[config.mk]
export PLATFORM = sky130hd
export DESIGN_NAME = executor_merge
export DESIGN_NICKNAME = d
export VERILOG_FILES = /design/src/rtl/executor_merge.sv
export SDC_FILE = /design/constraint.sdc
export NUM_CORES = 1
export LEC_CHECK = 0
export CORE_MARGIN = 2
export CORE_UTILIZATION = 45
export CTS_CLUSTER_SIZE = 40
export DETAILED_ROUTE_END_ITERATION = 8
export GPL_TIMING_DRIVEN = 1
export MAX_ROUTING_LAYER = met4
export PLACE_DENSITY = 0.82
export SLEW_MARGIN = 10
export SYNTH_ARGS = -nofsm -noshare
export SYNTH_HDL_FRONTEND = slang
export SYNTH_SLANG_ARGS = --single-unit
[constraint.sdc]
create_clock -name clk_i -period 2.3 [get_ports clk_i]
set_input_delay 0.23 -clock clk_i [delete_from_list [all_inputs] [get_ports clk_i]]
set_output_delay 0.23 -clock clk_i [all_outputs]
set_load 0.005 [all_outputs]
[src/rtl/executor_merge.sv]
// Lock stage of the playfield executor: ORs a landed 4x4 piece into matrix
// memory one row per cycle, then hands off to the line-clear check stage.
module executor_merge #(
   parameter int width_p  = 16,
   parameter int height_p = 32
) (
   input  logic                        clk_i,
   input  logic                        reset_n_i,
   input  logic                        v_i,
   output logic                        ready_o,
   input  logic [15:0]                 piece_i,
   input  logic [$clog2(width_p)-1:0]  x_i,
   input  logic [$clog2(height_p)-1:0] y_i,
   output logic [$clog2(height_p)-1:0] mm_read_addr_o,
   input  logic [width_p-1:0]          mm_read_data_i,
   output logic [$clog2(height_p)-1:0] mm_write_addr_o,
   output logic [width_p-1:0]          mm_write_data_o,
   output logic                        mm_write_v_o,
   output logic                        check_v_o,
   input  logic                        check_done_i,
   output logic                        done_o,
   output logic                        collide_o,
   output logic                        clip_o,
   output logic                        top_out_o
);

   localparam int XW = $clog2(width_p);
   localparam int AW = $clog2(height_p);
   localparam logic [AW:0] HEIGHT = (AW+1)'(height_p);

   typedef enum logic [2:0] {eIDLE, eMerge, eKick, eWait, eDone} state_e;

   state_e            state_q, state_d;
   logic [15:0]       piece_q, piece_d;
   logic [XW-1:0]     x_q, x_d;
   logic [AW-1:0]     y_q, y_d;
   logic [1:0]        r_q, r_d;
   logic              collide_q, collide_d;
   logic              clip_q, clip_d;
   logic              top_out_q, top_out_d;

   logic [AW:0]          row_sum;
   logic                 in_range;
   logic [3:0]           nibble;
   logic [width_p+3:0]   mask;
   logic [AW-1:0]        row_addr;
   logic                 row_wr;

   // Row arithmetic carries one extra bit so y+r past the bottom is detected, not wrapped
   always_comb begin
      row_sum  = {1'b0, y_q} + (AW+1)'(r_q);
      in_range = row_sum < HEIGHT;
      nibble   = 4'(piece_q >> {r_q, 2'b00});
      mask     = {{width_p{1'b0}}, nibble} << x_q;
      row_addr = in_range ? row_sum[AW-1:0] : '0;
      row_wr   = in_range && (nibble != '0);
   end

   // State register
   always_ff @(posedge clk_i or negedge reset_n_i) begin
      if (!reset_n_i) state_q <= eIDLE;
      else            state_q <= state_d;
   end

   // Next-state logic
   always_comb begin
      state_d = state_q;
      case (state_q)
         eIDLE:   if (v_i) state_d = eMerge;
         eMerge:  if (r_q == 2'd3) state_d = eKick;
         eKick:   state_d = eWait;
         eWait:   if (check_done_i) state_d = eDone;
         eDone:   state_d = eIDLE;
         default: state_d = eIDLE;
      endcase
   end

   // Output logic
   always_comb begin
      ready_o         = 1'b0;
      check_v_o       = 1'b0;
      done_o          = 1'b0;
      mm_read_addr_o  = '0;
      mm_write_addr_o = '0;
      mm_write_data_o = '0;
      mm_write_v_o    = 1'b0;
      case (state_q)
         eIDLE:  ready_o = 1'b1;
         eMerge: begin
            mm_read_addr_o  = row_addr;
            mm_write_addr_o = row_addr;
            mm_write_data_o = mm_read_data_i | mask[width_p-1:0];
            mm_write_v_o    = row_wr;
         end
         eKick:  check_v_o = 1'b1;
         eDone:  done_o = 1'b1;
         default: ;
      endcase
      collide_o = collide_q;
      clip_o    = clip_q;
      top_out_o = top_out_q;
   end

   // Capture and sticky status flags
   always_comb begin
      piece_d   = piece_q;
      x_d       = x_q;
      y_d       = y_q;
      r_d       = r_q;
      collide_d = collide_q;
      clip_d    = clip_q;
      top_out_d = top_out_q;
      case (state_q)
         eIDLE: begin
            if (v_i) begin
               piece_d   = piece_i;
               x_d       = x_i;
               y_d       = y_i;
               r_d       = '0;
               collide_d = 1'b0;
               clip_d    = 1'b0;
               top_out_d = 1'b0;
            end
         end
         eMerge: begin
            r_d = r_q + 2'd1;
            if ((!in_range && nibble != '0) || mask[width_p+3:width_p] != '0)
               clip_d = 1'b1;
            if (row_wr && (mm_read_data_i & mask[width_p-1:0]) != '0)
               collide_d = 1'b1;
            if (row_wr && row_addr == '0)
               top_out_d = 1'b1;
         end
         default: ;
      endcase
   end

   always_ff @(posedge clk_i or negedge reset_n_i) begin
      if (!reset_n_i) begin
         piece_q   <= '0;
         x_q       <= '0;
         y_q       <= '0;
         r_q       <= '0;
         collide_q <= 1'b0;
         clip_q    <= 1'b0;
         top_out_q <= 1'b0;
      end else begin
         piece_q   <= piece_d;
         x_q       <= x_d;
         y_q       <= y_d;
         r_q       <= r_d;
         collide_q <= collide_d;
         clip_q    <= clip_d;
         top_out_q <= top_out_d;
      end
   end

endmodule

==> results by group, run 1 <==
Status
  – Outcome: complete, but fails checks
  – Failing checks: negative setup slack

Route
  – Post-route ant nets: 0
  – Routed WL per cell: 16.7 um
  – Drt initial violations: 179
  – Post-DR vias/cell: approximately 5.5
  – Remaining DRCs: 0
  – Pre-Repair DR Iteration Count: 4
  – Final wirelength: 8160 um
  – Vias post-DR: about 2700

Timing
  – Fin crit share: 1.13
  – Final worst slack: -0.298 ns
  – Max Clk Rate: a little under 0.4 GHz
  – Setup TNS: -4.57 ns
  – Final setup fails: 21
  – RSZ-0062 raised after global routing: yes
  – Slew Limit Fails: 0
  – Crit path time final: between 2 and 3 ns
  – Worst Tran Pin Value: a little over 0.4 ns
  – Slew headroom: 0.729
  – Clock Skew: approximately 0.0053 ns
  – Hold Violations, Final: 0

Floorplan
  – Die Span Y: 75.8 um
  – DIE AREA: between 0.005 and 0.006 mm^2
  – # IOs: roughly 80
  – Die Width: roughly 76 um
  – Row cnt: 26
  – Core area: 0.00504 mm^2
  – Initial Util: 0.461

Yosys
  – Synth Net Count: between 300 and 400
  – Post-synthesis cell area: ~0.0023 mm^2
  – Sequential fraction of the synthesis area: 0.356
  – Synth warn: 0
  – Synth cell types: about 50
  – Post-synth EDFFs: 0
  – Synth top area cells: dfrtp_1, nand2_1, nor2_1
  – Top cell type's share of synthesized area: 0.356
  – Register bit total from synthesis: 33
  – Synth top cells by count: nand2_1, nor2_1, dfrtp_1
  – Post-synth top area cell: dfrtp_1
  – Top_reg_cell synth: dfrtp_1
  – Syn Area/Cell: between 8 and 9 um^2
  – Post-Synthesis Cells: around 290
  – Most common cell in the synthesized netlist: nand2_1
  – Asr flop ratio synth: 1.00

Clock network
  – Clock-pin slew on the worst setup and hold paths: around 0.070 ns
  – # hold bufs at CTS: 0
  – TritonCTS clock tree: yes
  – Total CTS buffers: 5
  – Root Buffer: clkbuf_8
  – Clock latency on the worst-skew pair: ~0.29 ns
  – Clock Sinks: 33
  – Clock buffer depth: 2
  – H-tree depth: 2

Setup path
  – CP Depth: 10
  – Data required time of the worst path: roughly 2.1 ns
  – Critical path type: register to output pin
  – Critical Path Slowest Stage Cell: mux4_2
  – Max incr delay on CP: between 0.5 and 0.6 ns
  – Crit path cell chain: buf_12, buf_8, mux2i_4, mux4_2, buf_6, nor2_2, a311o_1, nor2_1, nor2_1, buf_2
  – Delay-heaviest family, CP: multiplexers
  – CP Buf/Inv Count: 4
  – Crit end category: output pin
  – Crit-path max FO: 6
  – WP data arrival: 2.37 ns
  – Top cell by count, worst path: nor2_1
  – CP Launch Type: register
  – Register-to-Register Path Depth: 13

Power
  – Sw Pwr: between 2 and 3 mW
  – VDD IR max: roughly 0.87 mV
  – Clk network pwr share: 0.068
  – P_int: between 3 and 4 mW
  – Leak: around 1.8 nW
  – Sequential share of power: 0.185
  – Switching Fraction: 0.427
  – Comb pwr share: 0.747
  – Power Dens Cells: between 1500 and 2000 mW/mm^2

Place
  – Cell Area, Placed: around 0.0033 mm^2
  – Final HPWL DP: between 4000 and 5000 um
  – IO buf count: 77
  – Placer congestion estimate: ~0.89

Finish
  – Final instance area: between 0.003 and 0.004 mm^2
  – Diode count: 0
  – Area grow syn2layout: 68.9%
  – Share of layout cells above drive strength 1: 0.340
  – Layout net count: 467
  – Fill cells: between 300 and 400

Global route
  – Initial antenna violation count: 0
  – Largest net degree at the start of global routing: 34
  – Gr usage total: 0.278
  – First-pass GRT wire length: approximately 12000 um
  – Grt ovf: 0
  – Vias in the first global route: between 2000 and 3000

Min path
  – Hold Crit Class: primary input to asynchronous set/reset pin

Flow run
  – Maxcap violations: 0
==> sequential cells by signal, indices dropped and copies added, names as in the netlist <==
| name | count |
|---|---|
| collide_o | 1 |
| clip_o | 1 |
| y_q | 5 |
| top_out_o | 1 |
| state_q | 3 |
| r_q | 2 |
| piece_q | 16 |
| x_q | 4 |
==> final timing paths <==
check / startpoint / end / slack, ns
worst max-delay path: r_q[1] / mm_write_data_o[10] / -0.30
worst min-delay path: reset_n_i / piece_q[6] / 0.34
worst max register to register: r_q[1] / collide_o / -0.27
worst min register to register: clip_o / clip_o / 0.52
max in group asynchronous: reset_n_i / collide_o / 1.66
min in group clk_i: piece_i[10] / piece_q[10] / 0.47
==> power by group through the flow <==
stage / clock network (mW) / logic (mW) / registers (mW)
finish: 0.440 / 4.83 / 1.20
floorplan: 0 / 2.00 / 1.02
CTS: 0.438 / 4.27 / 1.14
global route: 0.464 / 5.16 / 1.23
global placement: 0 / 3.25 / 1.11
detailed placement: 0 / 3.31 / 1.12
==> per-stage QoR <==
step	instances	power (mW)	setup slack (ns)	utilization	hold WS, ns
after floorplan	287	3.03	0.337	-	-0.0656
after CTS	481	5.85	-0.248	0.744	0.358
after detailed placement	446	4.42	-0.135	0.657	0.463
after global routing	488	6.86	-0.373	0.778	0.401
after global placement	446	4.36	-0.116	0.657	0.463
final	488	6.47	-0.298	0.778	0.337
==> timing repair <==
action | 4_1_cts | 5_1_grt
endpoints found under the setup margin | 27 | 27
cloned | 0 | 0
buffers inserted | 28 | 8
pin swaps | 36 | 21
resized for setup | 120 | 30
==> worst register-to-register path, stage by stage (launching register included) <==
cell	delay, ns
dfrtp_1	0.42
buf_12	0.15
buf_8	0.12
mux2i_4	0.19
mux4_2	0.57
buf_6	0.16
o221ai_4	0.15
buf_4	0.15
buf_4	0.09
buf_4	0.09
buf_4	0.09
buf_4	0.09
a22oi_2	0.05
a31oi_1	0.17
==> final cells by class <==
cell class	count	area, um^2	area share
Multi-Input combinational cell	228	1610	0.411
Tap cell	70	87.6	0.0223
Timing Repair Buffer	145	1290	0.329
Clock buffer	7	86.3	0.0220
Sequential cell	33	826	0.211
Inverter	5	18.8	0.00478
==> kinds of logic (layout without fill, tap and decap cells) <==
kind of cell,count (synthesis),count (layout),synth area share
AOI/OAI and AO/OA,46,46,0.134
xor gates and xnor gates,4,4,0.0151
adders and majority gates,4,4,0.0248
buffers and inverters,26,157,0.0630
DFF,33,33,0.356
muxes,21,21,0.126
and+or+nand+nor,153,153,0.282
==> placed cells by master, fill, tap and decap left out, drive strengths merged, types with 3 or more instances in the layout <==
cell type	synthesis	final
a21oi	11	11
dfrtp	33	33
ha	3	3
clkdlybuf4s15	0	4
a31oi	5	5
clkbuf	8	7
and2	5	5
mux2i	14	14
dlygate4sd2	0	4
clkdlybuf4s50	0	53
nor3	10	10
nand2	80	80
buf	13	84
mux4	5	5
o21ai	8	8
inv	3	3
nor2	37	37
o22ai	7	7
nand3	8	8
==> routing by layer <==
metal | global-route usage | wire length, um
met1 | 0.313 | 2930
met5 | - | 0
met2 | 0.496 | 4330
met4 | 0.107 | 329
met3 | 0.0370 | 573
(Power assumes the default switching activity.)
==> inputs of run 2 (changes only) <==
SKIP_CTS_REPAIR_TIMING = 1   (was unset)
==> results by group, run 2 (synthesis gave the netlist of run 1 again) <==
Clock network
  – H-tree depth: 2 (unchanged)
  – TritonCTS clock tree: yes
  – Clock buffer depth: 2 (unchanged)
  – Total CTS buffers: 5 (unchanged)
  – Clock-pin slew on the worst setup and hold paths: 0.06 ns (about the same)
  – Clock Sinks: 33 (unchanged)
  – Root Buffer: clkbuf_8
  – Clock latency on the worst-skew pair: 0.28 ns (about the same)

Timing
  – Crit path time final: 2.57 ns (-0.0302 ns)
  – Slew headroom: 0.725 (-0.00443)
  – Max Clk Rate: 0.389 GHz (+1.2%)
  – Hold WS: 0.348 ns (+0.0116 ns)
  – Fin crit share: 1.12 (-0.0131)
  – Worst Tran Pin Value: 0.413 ns (+0.00664 ns)
  – Setup TNS: -2.16 ns (+2.42 ns)
  – Slew Limit Fails: 0 (unchanged)
  – Hold Violations, Final: 0 (unchanged)
  – RSZ-0062 raised after global routing: yes
  – Final setup fails: 14 (-33%)
  – Clock Skew: 0.00197 ns (-0.00332 ns)
  – Final worst slack: -0.268 ns (+0.0302 ns)

Setup path
  – Critical Path Slowest Stage Cell: mux4_2
  – Crit-path max FO: 7 (+1)
  – Data required time of the worst path: 2.07 ns (about the same)
  – Delay-heaviest family, CP: multiplexers
  – Crit end category: output pin
  – Max incr delay on CP: 0.55 ns (-0.02 ns)
  – Top cell by count, worst path: buf_4
  – CP Buf/Inv Count: 4 (unchanged)
  – Critical path type: register to output pin
  – CP Launch Type: register
  – Crit path cell chain: buf_12, mux2i_4, mux4_2, buf_4, buf_4, o22ai_2, a21oi_1, nor2_1, clkbuf_2
  – WP data arrival: 2.34 ns (-0.03 ns)

Place
  – Cell Area, Placed: 0.00331 mm^2 (unchanged)
  – Final HPWL DP: 4770 um (unchanged)
  – DP Worst Slack: -0.135 ns (unchanged)
  – Placer congestion estimate: 0.895 (unchanged)
  – IO buf count: 77 (unchanged)

Route
  – Drt initial violations: 105 (-41%)
  – Vias post-DR: 2523 (-5.6%)
  – Post-route ant nets: 0 (unchanged)
  – Post-DR vias/cell: 5.36 (-2.2%)
  – Routed WL per cell: 15.9 um (-5.0%)
  – Met1 wire length: 2940 um (+0.51%)
  – Highest Signal Layer: met4
  – Met3 wire length: 375 um (-35%)
  – Remaining DRCs: 0 (unchanged)
  – Final wirelength: 7480 um (-8.3%)
  – Met2 WL: 3920 um (-9.5%)
  – Pre-Repair DR Iteration Count: 4 (unchanged)

Finish
  – Multi-input combinational cell area: 0.00157 mm^2 (-2.8%)
  – Max FFs per register: 16 (unchanged)
  – Final instance area: 0.00378 mm^2 (-3.6%)
  – Fill cells: 377 (+9.6%)
  – Biggest register: piece_q
  – Top Registers: piece_q: 16 flops, y_q: 5 flops, x_q: 4 flops
  – Register area: 828 um^2 (+0.30%)
  – Diode count: 0 (unchanged)
  – Area grow syn2layout: 62.9%
  – Post-layout util: 0.750 (-0.0278)
  – Most frequent cells in the layout: nand2_1, clkdlybuf4s50_1, buf_4, nor2_1, dfrtp_1
  – Most common cell after layout, fill and taps aside: nand2_1
  – Layout net count: 450 (-3.6%)
  – Share of layout cells above drive strength 1: 0.292 (-0.0479)

Global route
  – First-pass GRT wire length: 9900 um (-16%)
  – Grt ovf: 0 (unchanged)
  – Vias in the first global route: 2240 (-12%)
  – Gr usage total: 0.234 (-0.0442)
  – Initial antenna violation count: 0 (unchanged)
  – Largest net degree at the start of global routing: 34 (unchanged)

Status
  – Outcome: complete, but fails checks
  – Failing checks: negative setup slack

Floorplan
  – DIE AREA: 0.00575 mm^2 (unchanged)
  – Core area: 0.00504 mm^2 (unchanged)
  – Die Width: 75.8 um (unchanged)
  – Row cnt: 26 (unchanged)
  – Initial Util: 0.461 (unchanged)
  – Die Span Y: 75.8 um (unchanged)
  – # IOs: 78 (unchanged)

Power
  – VDD IR max: 0.837 mV (-4.0%)
  – Power Dens Cells: 1600 mW/mm^2 (-3.0%)
  – Leak: 1.85 nW (+4.1%)

Min path
  – Hold Crit Class: primary input to asynchronous set/reset pin

Flow run
  – Maxcap violations: 0 (unchanged)
## run 2: through the flow
stage,power (mW),std cells
after CTS,4.88,453
after global routing,6.43,471
final,6.05,471
after detailed placement,4.42,446
after floorplan,3.03,287
after global placement,4.36,446
## run 2: power breakdown
part | internal, mW | total [mW] | switching [mW]
Combinational | 2.41 | 4.45 | 2.05
Sequential | 0.848 | 1.17 | 0.325
Clock | 0.237 | 0.429 | 0.192
## run 2: final timing paths
path | cells after the start | slack (ns) | start | to
setup / recovery | 9 | -0.27 | r_q[1] | mm_write_data_o[14]
hold / removal | 2 | 0.35 | reset_n_i | piece_q[14]
setup reg to reg | 10 | 0.07 | r_q[1] | collide_o
hold reg to reg | 2 | 0.48 | clip_o | clip_o
max in group asynchronous | 2 | 1.63 | reset_n_i | x_q[1]
min in group clk_i | 3 | 0.48 | piece_i[2] | piece_q[2]
## run 2: worst reg2reg max path: stages, from the launching register on
cell and delay (ns):
dfrtp_2 0.43, buf_4 0.15, clkbuf_16 0.15, mux4_2 0.32, and2_4 0.20, mux2i_4 0.21, buf_4 0.15, buf_4 0.09
nor3_1 0.04, a221oi_2 0.24, a31oi_1 0.12
## run 2: area by class of cell
class | instances | area share
repair buffers | 128 | 0.315
multi-input cells | 228 | 0.415
well taps | 70 | 0.0232
inverters | 5 | 0.00496
flip-flops and latches | 33 | 0.219
clock buffers | 7 | 0.0228
## run 2: routing by layer
| metal | up-vias | track usage |
|---|---|---|
| li1 | 1213 | - |
| met1 | 1172 | 0.280 |
| met2 | 106 | 0.406 |
| met3 | 32 | 0.0304 |
| met4 | 0 | 0.0741 |
| met5 | - | - |
==> edit 1, RTL diff (config.mk and constraints of run 1) <==
Re-encode `state_e` (5 states) as Gray code, 3 bits wide.
--- a/src/rtl/executor_merge.sv
+++ b/src/rtl/executor_merge.sv
@@ -30,3 +30,3 @@
 
-   typedef enum logic [2:0] {eIDLE, eMerge, eKick, eWait, eDone} state_e;
+   typedef enum logic [2:0] {eIDLE = 3'b000, eMerge = 3'b001, eKick = 3'b011, eWait = 3'b010, eDone = 3'b110} state_e;
 
Behaviour: same outputs for any inputs over 10 cycles, from zero or initial values and one cycle with reset_n_i low; not proved beyond that.
==> edit 1 against run 1 <==
The run still ends with negative setup slack left; power down 3.0%; cell area up 1.9%; clock skew up 0.0048 ns; global-route usage up 1.6 points; sequential cell count unchanged; worst setup slack better by 0.075 ns; count of clock-buffer cells in the layout down 2; wire length up 7.7%; worst hold slack better by 0.00086 ns; area after synthesis up 7.2%; largest power group unchanged.
==> edit 1: results (changes against run 1) <==
run_status:
  status: "complete, but fails checks"  # unchanged
  violations: "negative setup slack"  # unchanged
yosys:
  synth_compound_area_share_pct: 14.8  # was 13.4%
  synth-xor-area-share_pct: 0.704  # was 1.51%
  yosys.area_share.adder_pct: 2.31  # was 2.48%
  synth_nets: 369  # was 336
  synth_commonest_cells: "nand2_1, nor2_1, dfrtp_1"  # unchanged
  synth-seq-area-share_pct: 33.2  # was 35.6%
power:
  leakagePower_nw: 1.87  # was 1.77 nW
  swShare_pct: 43.5  # was 42.7%
  irDropWorstVdd_mv: 0.661  # was 0.872 mV
placement:
  dp_hpwl_mm: 5.58  # was 4.77 mm
  place_congestion: 0.923  # was 0.895
  dpl_cell_area_um2: 3540  # was 3310 um^2
grt:
  grt_pass1_vias: 2916  # was 2542
  grt_pass1_wl_mm: 13.9  # was 11.7 mm
critical_path:
  crit_arrival_ns: 2.29  # was 2.37 ns
timing:
  setup_viol: 17  # was 21
  max_slew.worst_pin.slew_ns: 0.606  # was 0.407 ns
  fin_tns_setup_ns: -2.75  # was -4.57 ns
  fin_ws_ns: -0.223  # was -0.298 ns
finish:
  nFillCells: 384  # was 344
  drive_above_1_share_pct: 32.2  # was 34.0%
route:
  wire_per_inst_um: 16.9  # was 16.7 um
  drt_iter0_drc: 331  # was 179
  first_pass_iters: 5  # was 4
  vias_per_cell: 5.77  # was 5.48
## edit 1: cells by family after synthesis
| logic type | Yosys count |
|---|---|
| multiplexers | 22 |
| AO/OA/AOI/OAI | 58 |
| AND/OR/NAND/NOR | 169 |
| flip-flops | 33 |
| adder cells (fa/ha/maj) | 4 |
| XOR/XNOR | 2 |
| buffers and inverters | 32 |
## edit 1: power groups by stage
stage	Combinational, mW	Clock (mW)	Sequential (mW)
after floorplan	2.01	0	1.03
after global placement	3.24	0	1.18
after detailed placement	3.33	0	1.18
after CTS	4.11	0.678	1.19
after global routing	4.72	0.706	1.24
final	4.39	0.673	1.21
## edit 1: worst register-to-register path, cell delays in order, from the launching register on
cell and delay [ns]:
dfrtp_2 0.46, buf_6 0.15, mux4_2 0.48, mux2_4 0.32, buf_4 0.16, buf_4 0.14, o21ai_2 0.12, a311oi_1 0.10
a211o_1 0.24, a22o_1 0.18
## edit 1: final cells by class
cell class / instances / area (um^2) / area share (%)
sequential: 33 / 828 / 20.7
inverter: 7 / 26.3 / 0.657
timing repair buffer: 144 / 1210 / 30.3
clock inverter: 3 / 68.8 / 1.72
tap: 72 / 90.1 / 2.25
multi-input combinational: 255 / 1710 / 42.7
clock buffer: 5 / 68.8 / 1.72
## edit 1: final timing paths
path,to,slack [ns]
min in group clk_i,x_q[1],0.47
worst min-delay path,piece_q[5],0.34
worst min register to register,top_out_o,0.53
worst max register to register,clip_o,-0.16
max in group asynchronous,r_q[1],1.62
worst max-delay path,mm_write_data_o[11],-0.22
## edit 1: stage by stage
step | hold WS (ns) | utilization [%] | setup slack (ns) | total power [mW] | std cells
final | 0.338 | 73.5 | -0.223 | 6.28 | 519
after global routing | 0.380 | 73.5 | -0.304 | 6.67 | 519
after global placement | 0.476 | 65.0 | -0.197 | 4.42 | 486
after detailed placement | 0.488 | 65.0 | -0.253 | 4.50 | 486
after CTS | 0.353 | 73.2 | -0.144 | 5.98 | 520
after floorplan | -0.0656 | - | 0.201 | 3.04 | 320
## edit 1: repair_timing
action | 4_1_cts | 5_1_grt
gates cloned | 1 | 0
endpoints found under the setup margin | 28 | 25
pin swaps | 29 | 14
endpoints found under the hold margin | 0 | 0
gates resized for setup | 140 | 13
setup buffers | 26 | 3
## edit 1: layer usage
metal,global-route usage (%),vias to the layer above,wire length (um)
met5,-,-,0
met3,5.63,38,569
li1,-,1358,-
met2,49.0,196,4300
met1,35.8,1401,3640
met4,10.5,0,279
==> edit 2, RTL diff (config.mk and constraints of run 1) <==
Made on the original files. The parameter `width_p` goes from 16 to 32.
--- a/src/rtl/executor_merge.sv
+++ b/src/rtl/executor_merge.sv
@@ -3,3 +3,3 @@
 module executor_merge #(
-   parameter int width_p  = 16,
+   parameter int width_p  = 32,
    parameter int height_p = 32
Ports: changed (resized mm_read_data_i, mm_write_data_o and x_i); port bits go from 78 to 111. No check against the original RTL was run, so the function may have changed too.
==> edit 2 against run 1 <==
The run still ends with negative setup slack left; wire length up 36%; critical path depth stayed put; first-iteration DRC count fell by 2.2%; worst setup slack got worse by 0.15 ns; sequential cell count is 1 higher; area after synthesis is 24% higher; cell area grew 28%; combinational power grew 26%; sequential share of layout area down 4.1 points; power up 21%; critical path type unchanged.
==> edit 2: results (changes against run 1) <==
grt:
  grt_max_degree: 35  # was 34
  track_usage_pct: 31.1  # was 27.8%
  grt_pass1_wl_mm: 17.1  # was 11.7 mm
  grt_pass1_vias: 3434  # was 2542
timing:
  fin_skew_ns: 0.0120  # was 0.00529 ns
  relSlewSlack_pct: 61.7  # was 72.9%
  fin_ws_ns: -0.452  # was -0.298 ns
  max_freq_mhz: 363  # was 385 MHz
  setup_viol: 45  # was 21
critical_path:
  r2r_setup_slack_ns: -0.39  # was -0.27 ns
  reg2reg_depth: 11  # was 13
  critPathCapture: "mm_write_data_o[26]"  # was mm_write_data_o[10]
  crit_arrival_ns: 2.52  # was 2.37 ns
  cp_max_fo: 4  # was 6
  startpoint: "r_q[0]"  # was r_q[1]
run_status:
  status: "complete, but fails checks"  # unchanged
  violations: "negative setup slack"  # unchanged
route:
  drt_wl_total_mm: 11.1  # was 8.16 mm
  num_vias: 3509  # was 2674
  drt_iter0_drc: 175  # was 179
finish:
  drive_above_1_share_pct: 42.2  # was 34.0%
  fin_nets: 610  # was 467
  top_regs: "piece_q (16), x_q (5), y_q (5)"  # was piece_q (16), y_q (5), x_q (4)
yosys:
  synth-seq-area-share_pct: 29.5  # was 35.6%
  synth_area_leaders: "dfrtp_1, nand2_1, mux4_2"  # was dfrtp_1, nand2_1, nor2_1
  synth_commonest_cells: "nand2_1, nor2_1, dfrtp_1"  # unchanged
  synth_nets: 432  # was 336
power:
  leakagePower_nw: 2.29  # was 1.77 nW
  p_sw_mw: 3.50  # was 2.76 mW
placement:
  dpl_cell_area_um2: 4290  # was 3310 um^2
  numPortBuffers: 110  # was 77
-- edit 2: cell count changes in the layout (fill, tap and decap cells not counted), sizes merged, moves of 8 or more --
cell	delta
buf	+43
a21oi	+22
nor2	+9
clkbuf	+8
clkdlybuf4s50	+14
nand2	+8
-- edit 2: timing repair --
| item | CTS | global route |
|---|---|---|
| buffers inserted | 33 | 17 |
| setup endpoints to repair | 45 | 45 |
| resized for setup | 227 | 51 |
| pin swaps | 37 | 25 |
| endpoints found under the hold margin | 0 | 0 |
-- edit 2: final cells by class --
| cell class | instances | area, um^2 |
|---|---|---|
| Fill cell | 412 | 1260 |
| Timing Repair Buffer | 204 | 1720 |
| Inverter | 3 | 11.3 |
| Multi-Input combinational cell | 296 | 2250 |
| Clock buffer | 7 | 86.3 |
| Tap cell | 77 | 96.3 |
| Sequential cell | 34 | 853 |
| Clock inverter | 1 | 5.00 |
-- edit 2: power groups by stage --
stage,clock (mW),combinational [mW],sequential [mW]
after global placement,0,4.29,1.21
after floorplan,0,2.51,1.04
after global routing,0.500,6.48,1.31
after detailed placement,0,4.35,1.24
after CTS,0.478,5.36,1.24
final,0.471,6.09,1.28
-- edit 2: layer usage --
metal / up-vias / share of wire [%] / global-route usage (%)
li1: 1643 / - / -
met1: 1681 / 40 / 37.8
met2: 156 / 50 / 51.2
met3: 29 / 6.7 / 6.82
met4: 0 / 3.2 / 10.3
met5: - / 0 / -
-- edit 2: worst max-delay path: stages, from the launching register on --
cell and delay, ns:
dfrtp_2 0.43, buf_4 0.14, mux4_2 0.53, buf_6 0.15
nand3_1 0.15, o31ai_4 0.11, mux2_4 0.31, buf_6 0.12
a21oi_2 0.09, nor2_1 0.04, buf_2 0.13
-- edit 2: per-stage QoR --
| step | TNS (ns) | cells | setup WS [ns] | hold WS (ns) |
|---|---|---|---|---|
| 2_1_floorplan | 0 | 366 | 0.00141 | -0.0656 |
| 3_3_place_gp | -9.88 | 567 | -0.354 | 0.477 |
| 3_5_place_dp | -11.45 | 567 | -0.419 | 0.481 |
| 4_1_cts | -9.81 | 606 | -0.399 | 0.342 |
| 5_1_grt | -17.30 | 622 | -0.528 | 0.386 |
| 6_report | -13.79 | 622 | -0.452 | 0.334 |
-- edit 2: cell families after synthesis --
group	after synthesis	synth area share, %
xor+xnor	3	0.910
flops	34	29.5
simple gates	190	29.6
mux	30	16.0
compound gates	69	16.1
buf+inv	36	5.89
fa+ha+maj	4	1.99
